===== config.mk =====
export PLATFORM = sky130hd
export DESIGN_NAME = hopfield_phase_controller
export DESIGN_NICKNAME = d
export VERILOG_FILES = /design/src/rtl/hopfield_phase_controller.sv
export SDC_FILE = /design/constraint.sdc
export NUM_CORES = 1
export LEC_CHECK = 0
export BUFFER_PORTS_ARGS = -buffer_cell sky130_fd_sc_hd__buf_2
export CELL_PAD_IN_SITES_DETAIL_PLACEMENT = 0
export CELL_PAD_IN_SITES_GLOBAL_PLACEMENT = 2
export CORE_UTILIZATION = 38
export CTS_BUF_LIST = sky130_fd_sc_hd__clkbuf_16
export CTS_CLUSTER_SIZE = 40
export DETAILED_ROUTE_END_ITERATION = 16
export PLACE_DENSITY_LB_ADDON = 0.2
export SLEW_MARGIN = 0
export SYNTH_ARGS = -nofsm -noshare
export SYNTH_HDL_FRONTEND = slang
export SYNTH_SLANG_ARGS = --single-unit
export TNS_END_PERCENT = 20

===== constraint.sdc =====
create_clock -name clk -period 2.22 [get_ports clk]
set_input_delay 0.222 -clock clk [delete_from_list [all_inputs] [get_ports clk]]
set_output_delay 0.222 -clock clk [all_outputs]
set_load 0.1 [all_outputs]

===== src/rtl/hopfield_phase_controller.sv =====
// hopfield_phase_controller: sequences the Hopfield network through learn and recall phases
// Ports:
//   clk, reset_n                  clock, asynchronous active-low reset
//   cmd_valid/cmd_ready           host command handshake (ready only in IDLE)
//   cmd_recall, cmd_pattern       command type (1 = recall) and pattern or cue
//   abort                         synchronous abort of the running command
//   spikes                        per-neuron spikes from the network
//   learning_enable,pattern_input drive to the network
//   busy, done, result            status, completion pulse, recalled pattern
module hopfield_phase_controller #(
    parameter int N             = 7,
    parameter int LEARN_CYCLES  = 256,
    parameter int CUE_CYCLES    = 16,
    parameter int RECALL_CYCLES = 1024,
    parameter int CNT_W         = 8,
    parameter int unsigned THRESH = 4
) (
    input  logic         clk,
    input  logic         reset_n,
    input  logic         cmd_valid,
    output logic         cmd_ready,
    input  logic         cmd_recall,
    input  logic [3:0]   cmd_pattern,
    input  logic         abort,
    input  logic [N-1:0] spikes,
    output logic         learning_enable,
    output logic [3:0]   pattern_input,
    output logic         busy,
    output logic         done,
    output logic [N-1:0] result
);
    localparam int MLC  = LEARN_CYCLES > CUE_CYCLES ? LEARN_CYCLES : CUE_CYCLES;
    localparam int MAXC = MLC > RECALL_CYCLES ? MLC : RECALL_CYCLES;
    localparam int TW   = $clog2(MAXC + 1);
    typedef enum logic [2:0] {IDLE, LEARN, CUE, RECALL, DONE} state_t;
    state_t                     state, nxt;
    logic [TW-1:0]              tmr, tmr_nxt;
    logic [3:0]                 pat, pat_nxt;
    logic [N-1:0][CNT_W-1:0]    cnt, cnt_nxt;
    logic [N-1:0]               res_nxt;
    logic                       act;
    assign cmd_ready = (state == IDLE);
    always_comb begin
        nxt = state;
        case (state)
            IDLE:    nxt = cmd_valid ? (cmd_recall ? CUE : LEARN) : IDLE;
            LEARN:   nxt = abort ? IDLE : (tmr == TW'(1) ? DONE : LEARN);
            CUE:     nxt = abort ? IDLE : (tmr == TW'(1) ? RECALL : CUE);
            RECALL:  nxt = abort ? IDLE : (tmr == TW'(1) ? DONE : RECALL);
            default: nxt = IDLE;
        endcase
        // timer reloads on every state change, otherwise counts down inside active phases
        tmr_nxt = (nxt != state) ? (nxt == LEARN  ? TW'(LEARN_CYCLES) :
                                    nxt == CUE    ? TW'(CUE_CYCLES) :
                                    nxt == RECALL ? TW'(RECALL_CYCLES) : '0)
                                 : ((state == IDLE || state == DONE) ? '0 : tmr - 1'b1);
        pat_nxt = (state == IDLE) ? cmd_pattern : pat;
        act     = (nxt == LEARN) || (nxt == CUE);
        for (int i = 0; i < N; i++) begin
            cnt_nxt[i] = (spikes[i] && cnt[i] != '1) ? cnt[i] + 1'b1 : cnt[i];
            res_nxt[i] = 32'(cnt_nxt[i]) >= THRESH;
        end
    end
    always_ff @(posedge clk or negedge reset_n) begin
        if (!reset_n) begin
            state           <= IDLE;
            tmr             <= '0;
            pat             <= '0;
            cnt             <= '0;
            learning_enable <= 1'b0;
            pattern_input   <= '0;
            busy            <= 1'b0;
            done            <= 1'b0;
            result          <= '0;
        end else begin
            state           <= nxt;
            tmr             <= tmr_nxt;
            pat             <= pat_nxt;
            learning_enable <= act;
            pattern_input   <= act ? pat_nxt : '0;
            busy            <= (nxt != IDLE);
            done            <= (nxt == DONE);
            // counters only live inside RECALL, so they are zero on its first cycle
            cnt             <= (state == RECALL) ? cnt_nxt : '0;
            // result includes the spikes of the final RECALL cycle
            if (state == RECALL && nxt == DONE) result <= res_nxt;
        end
    end
endmodule


## Yosys cells after proc, flatten, opt, wreduce, memory -nomap -nowiden

Index checks and enable logic that the tools add are counted.
W data, S select, Z words.

| word-level totals | value |
|---|---|
| register bits | 88 |
| output and inout bits | 15 |

| cells by class | value |
|---|---|
| $add $sub $neg | 8 |
| magnitude comparators | 7 |
| eq/ne operators | 17 |
| mux-type cells | 24 |
| reductions and logical operators | 12 |

Operators by type and width:

| kind | count |
|---|---|
| $add A8 B1 Y8 const B | 7 |
| $ge A8 B3 Y1 const B | 7 |
| $mux W56 | 1 |
| $mux W8 | 7 |
| $ne A8 B8 Y1 const B | 7 |
| $mux W11 | 5 |
| $eq A3 B2 Y1 const B | 4 |
| $mux W3 | 4 |
| $pmux W3 S4 | 1 |
| $eq A11 B1 Y1 const B | 1 |
| $sub A11 B1 Y11 const B | 1 |
| $logic_and A1 B1 Y1 | 8 |
| $mux W4 | 2 |
| $eq A3 B1 Y1 const B | 2 |
| $eq A3 B3 Y1 const B | 2 |
| $mux W2 | 3 |
| $logic_not A3 Y1 | 1 |
| $ne A3 B3 Y1 | 1 |
| $reduce_bool A3 Y1 | 1 |
| $logic_or A1 B1 Y1 | 2 |
| $mux W1 | 1 |

## Longest topological paths before layout

| depth | value |
|---|---|
| depth after elaboration | 9 |
| mapped depth | 8 |

## Worst setup path after synthesis

Ideal clock, no wire load.

| path | value |
|---|---|
| path type | register to register |
| from | register state[1] |
| to | register pattern_input[0] |
| library setup time | 0.129 ns |
| data arrival time | 2.011 ns |
| required time | 2.091 ns |
| setup slack | 0.080 ns |
| stages on the path, launching flop included | 5 |
| path buffers | 1 |
| cell sequence | dfrtp_1 buf_2 nor3_4 mux2_2 nor2b_1 |

| between the ends | value |
|---|---|
| elaborated cells between the ends (all ways) | 10 |

RTL lines:

| item | line | RTL |
|---|---|---|
| start: declaration | 36 | `state_t state, nxt;` |
| start signal: assignment | 76 | `state <= nxt;` |
| $logic_not A3 Y1 | - |  |
| net cmd_ready | 21 | `output logic cmd_ready,` |
| $mux W4 | 57 | `pat_nxt = (state == IDLE) ? cmd_pattern : pat;` |
| net pat_nxt[0] | 38 | `logic [3:0] pat, pat_nxt;` |
| $mux W4 | 80 | `pattern_input <= act ? pat_nxt : '0;` |
| end signal: assignment | 80 |  |
| end: declaration | 27 | `output logic [3:0] pattern_input,` |

The timed path passes the listed nets, and every way through them passes these cells.
A chain may end at the register's enable or synchronous reset.

## Final worst setup path

| path | value |
|---|---|
| from | register state[1] |
| to | output port cmd_ready |

| between the ends | value |
|---|---|
| longest elaborated chain between the ends | 1 |

RTL lines:

| item | line | RTL |
|---|---|---|
| $logic_not A3 Y1 | 42 | `assign cmd_ready = (state == IDLE);` |
| end: declaration | 21 |  |

No other way between the ends.

==> impl_metrics.ini <==
[finish]
drive_above_1_share_pct = 12.4
multi_input_area_sq_um = 2440
diodes = 0
nets = 568
final_cell_mix = 88 x dfrtp_1, 87 x nor2_1, 29 x nand2_1, 29 x buf_2
synthToLayoutAreaGrowth_pct = 12.6
fillers = 1217
seq_area_sq_um = 2200
mostFrequentLayoutCell = dfrtp_1

[min_path]
min_path_type = primary input to flip-flop
holdCritStartpoint = cmd_pattern[2]

[logic_synthesis]
seq_area_frac_synth_pct = 45.9
synth_edf_count = 0
synthesis.area_sq_um = 4800
yosysWarnings = 0
postSynthCellCount = 521
syn_area_per_cell_sq_um = 9.21
synth_ff_type = dfrtp_1
ys_types = 56
postSynthNetCount = 546
async_reset_ff_share_pct = 100
ys_ff_latch = 88

[routing]
routed_via_density = 5.28
wirelength_mm = 9.54
vias = 3783
ant_nets = 0
routedWlPerCell_microns = 13.3
drt_pre_antenna_iters = 4
route.detailed.drc = 0
drtIter0Drc = 165

[setup_path]
crit_chain = nor3_4 -> buf_2
cp.arrival_ns = 1.84
crit_start = state[1]
critPathMaxStageDelay_ns = 0.51
crit_fanout = 8
criticalPathCategory = flip-flop to output port
reg2reg_from = cnt[8]
crit_path_start_kind = flip-flop
cp_data_required_time_ns = 2.00
slowest_stage = buf_2
cp-end-kind = output port

[floorplanning]
start_util_pct = 39.4
rows = 40
fp.dieH_microns = 114
die_w_microns = 114
core_area_sq_um = 12200
die_area_sq_um = 13100
io_pins = 31

[placement]
dp.final_hpwl_mm = 6.43
gp_congestion = 0.759
port_buffers = 30

[clock_tree]
clock_path_buffers = 2
htreeDepth = 3
post_cts_buffers = 0
clock-root-buffer = clkbuf_16
clk_pin_slew_worst_paths_ns = 0.07
cts_buffers = 9
tritoncts = done
clock_latency_ns = 0.34
holdBufCountCts = 1
cts_resized = 0
clock_sinks = 88

[sta]
hold_viol = 0
hold-worst-slack_ns = 0.113
final_max_slew_viol_count = 0
tightest_slew_ns = 0.498
rsz0062_at_grt = no
setup_viol = 0
fmax_mhz = 485
slew-limit-headroom_pct = 66.8
post-route-period-util_pct = 92.9
clock_skew_ns = 0.00596
finalWorstPathRequiredPeriod_ns = 2.06
tns_ns = 0

[power_and_ir_drop]
peakVddDrop_v = 0.000601
p_total_w = 0.00534
power.leakage_nw = 2.37
power_density_nw_per_um2 = 988

[grt]
grt_pass1_wl_mm = 17.0
grt_start_max_net_pins = 89
antenna_found_initial = 0
track_usage_pct = 16.4
grt_pass1_vias = 3643
grt_overflow = 0

[run_status]
outcome = finished, final reports clean

[job]
maxCapViolCount = 0
-- worst paths after layout --
check                       endpoint  slack, ns  cells past startpoint
setup / recovery           cmd_ready       0.16                      2
hold / removal                pat[2]       0.11                      3
setup reg to reg           result[1]       0.29                      6
hold reg to reg               pat[2]       0.48                      2
max in group asynchronous    cnt[33]       1.38                      3
min in group asynchronous    cnt[14]       0.43                      3
-- Yosys cell counts, types with 14 or more instances --
cell | instances | area, sq um
xor2_1 | 18 | 158
nor2_1 | 87 | 327
nand4_1 | 18 | 113
dfrtp_1 | 88 | 2200
mux2i_1 | 14 | 140
nand2_1 | 30 | 113
o21ai_0 | 21 | 105
nor3_1 | 16 | 80.1
a21oi_1 | 27 | 135
nand3_1 | 27 | 135
-- power by group --
group          internal [W]  switching [W]  leakage (nW)
logic              0.000516        0.00124          1.02
clock network      0.000884       0.000663         0.145
registers           0.00183       0.000205          1.20
total               0.00323        0.00211          2.37
-- sequential cells by signal, summed over array words and instances (netlist names) --
name / count
busy: 1
cnt: 56
done: 1
learning_enable: 1
pat: 4
pattern_input: 4
result: 7
state: 3
tmr: 11
-- metrics by stage --
| step | util, % | cells | cell area [sq um] | setup WS (ns) |
|---|---|---|---|---|
| after floorplan | - | 521 | 4800 | 0.0796 |
| after global placement | 41.9 | 699 | 5090 | 0.301 |
| after detailed placement | 41.9 | 699 | 5090 | 0.291 |
| after CTS | 44.4 | 716 | 5400 | 0.140 |
| after global routing | 44.4 | 716 | 5400 | 0.0663 |
| final | 44.4 | 716 | 5400 | 0.158 |
-- cells by family (layout without fill, tap and decap cells) --
| logic type | Yosys count | after routing | synth area share [%] |
|---|---|---|---|
| mux | 17 | 17 | 3.63 |
| fa+ha+maj | 9 | 9 | 2.35 |
| xor+xnor | 31 | 31 | 5.66 |
| simple gates | 249 | 249 | 26.8 |
| compound gates | 93 | 93 | 12.5 |
| buf+inv | 34 | 61 | 3.23 |
| flops | 88 | 88 | 45.9 |
-- layer usage --
metal	part of all wire (%)	vias to the layer above	global-route usage [%]
li1	-	1912	-
met1	49	1817	21.7
met4	1.4	0	5.71
met2	46	42	26.1
met3	3.6	12	4.39
met5	0	-	0
-- critical path, delay by kind of cell (launching register included) --
kind,cells,cell delay (ns)
buffers and inverters,1,0.51
and+or+nand+nor,1,0.47
DFF,1,0.50
-- cell type report --
class,count,share of cell area [%]
clock buffers,9,4.17
flip-flops and latches,88,40.8
inverters,9,0.625
well taps,168,3.89
multi-input cells,399,45.2
clock inverters,7,1.41
repair buffers,36,3.94
No activity file was read; power rests on OpenSTA's default activity.
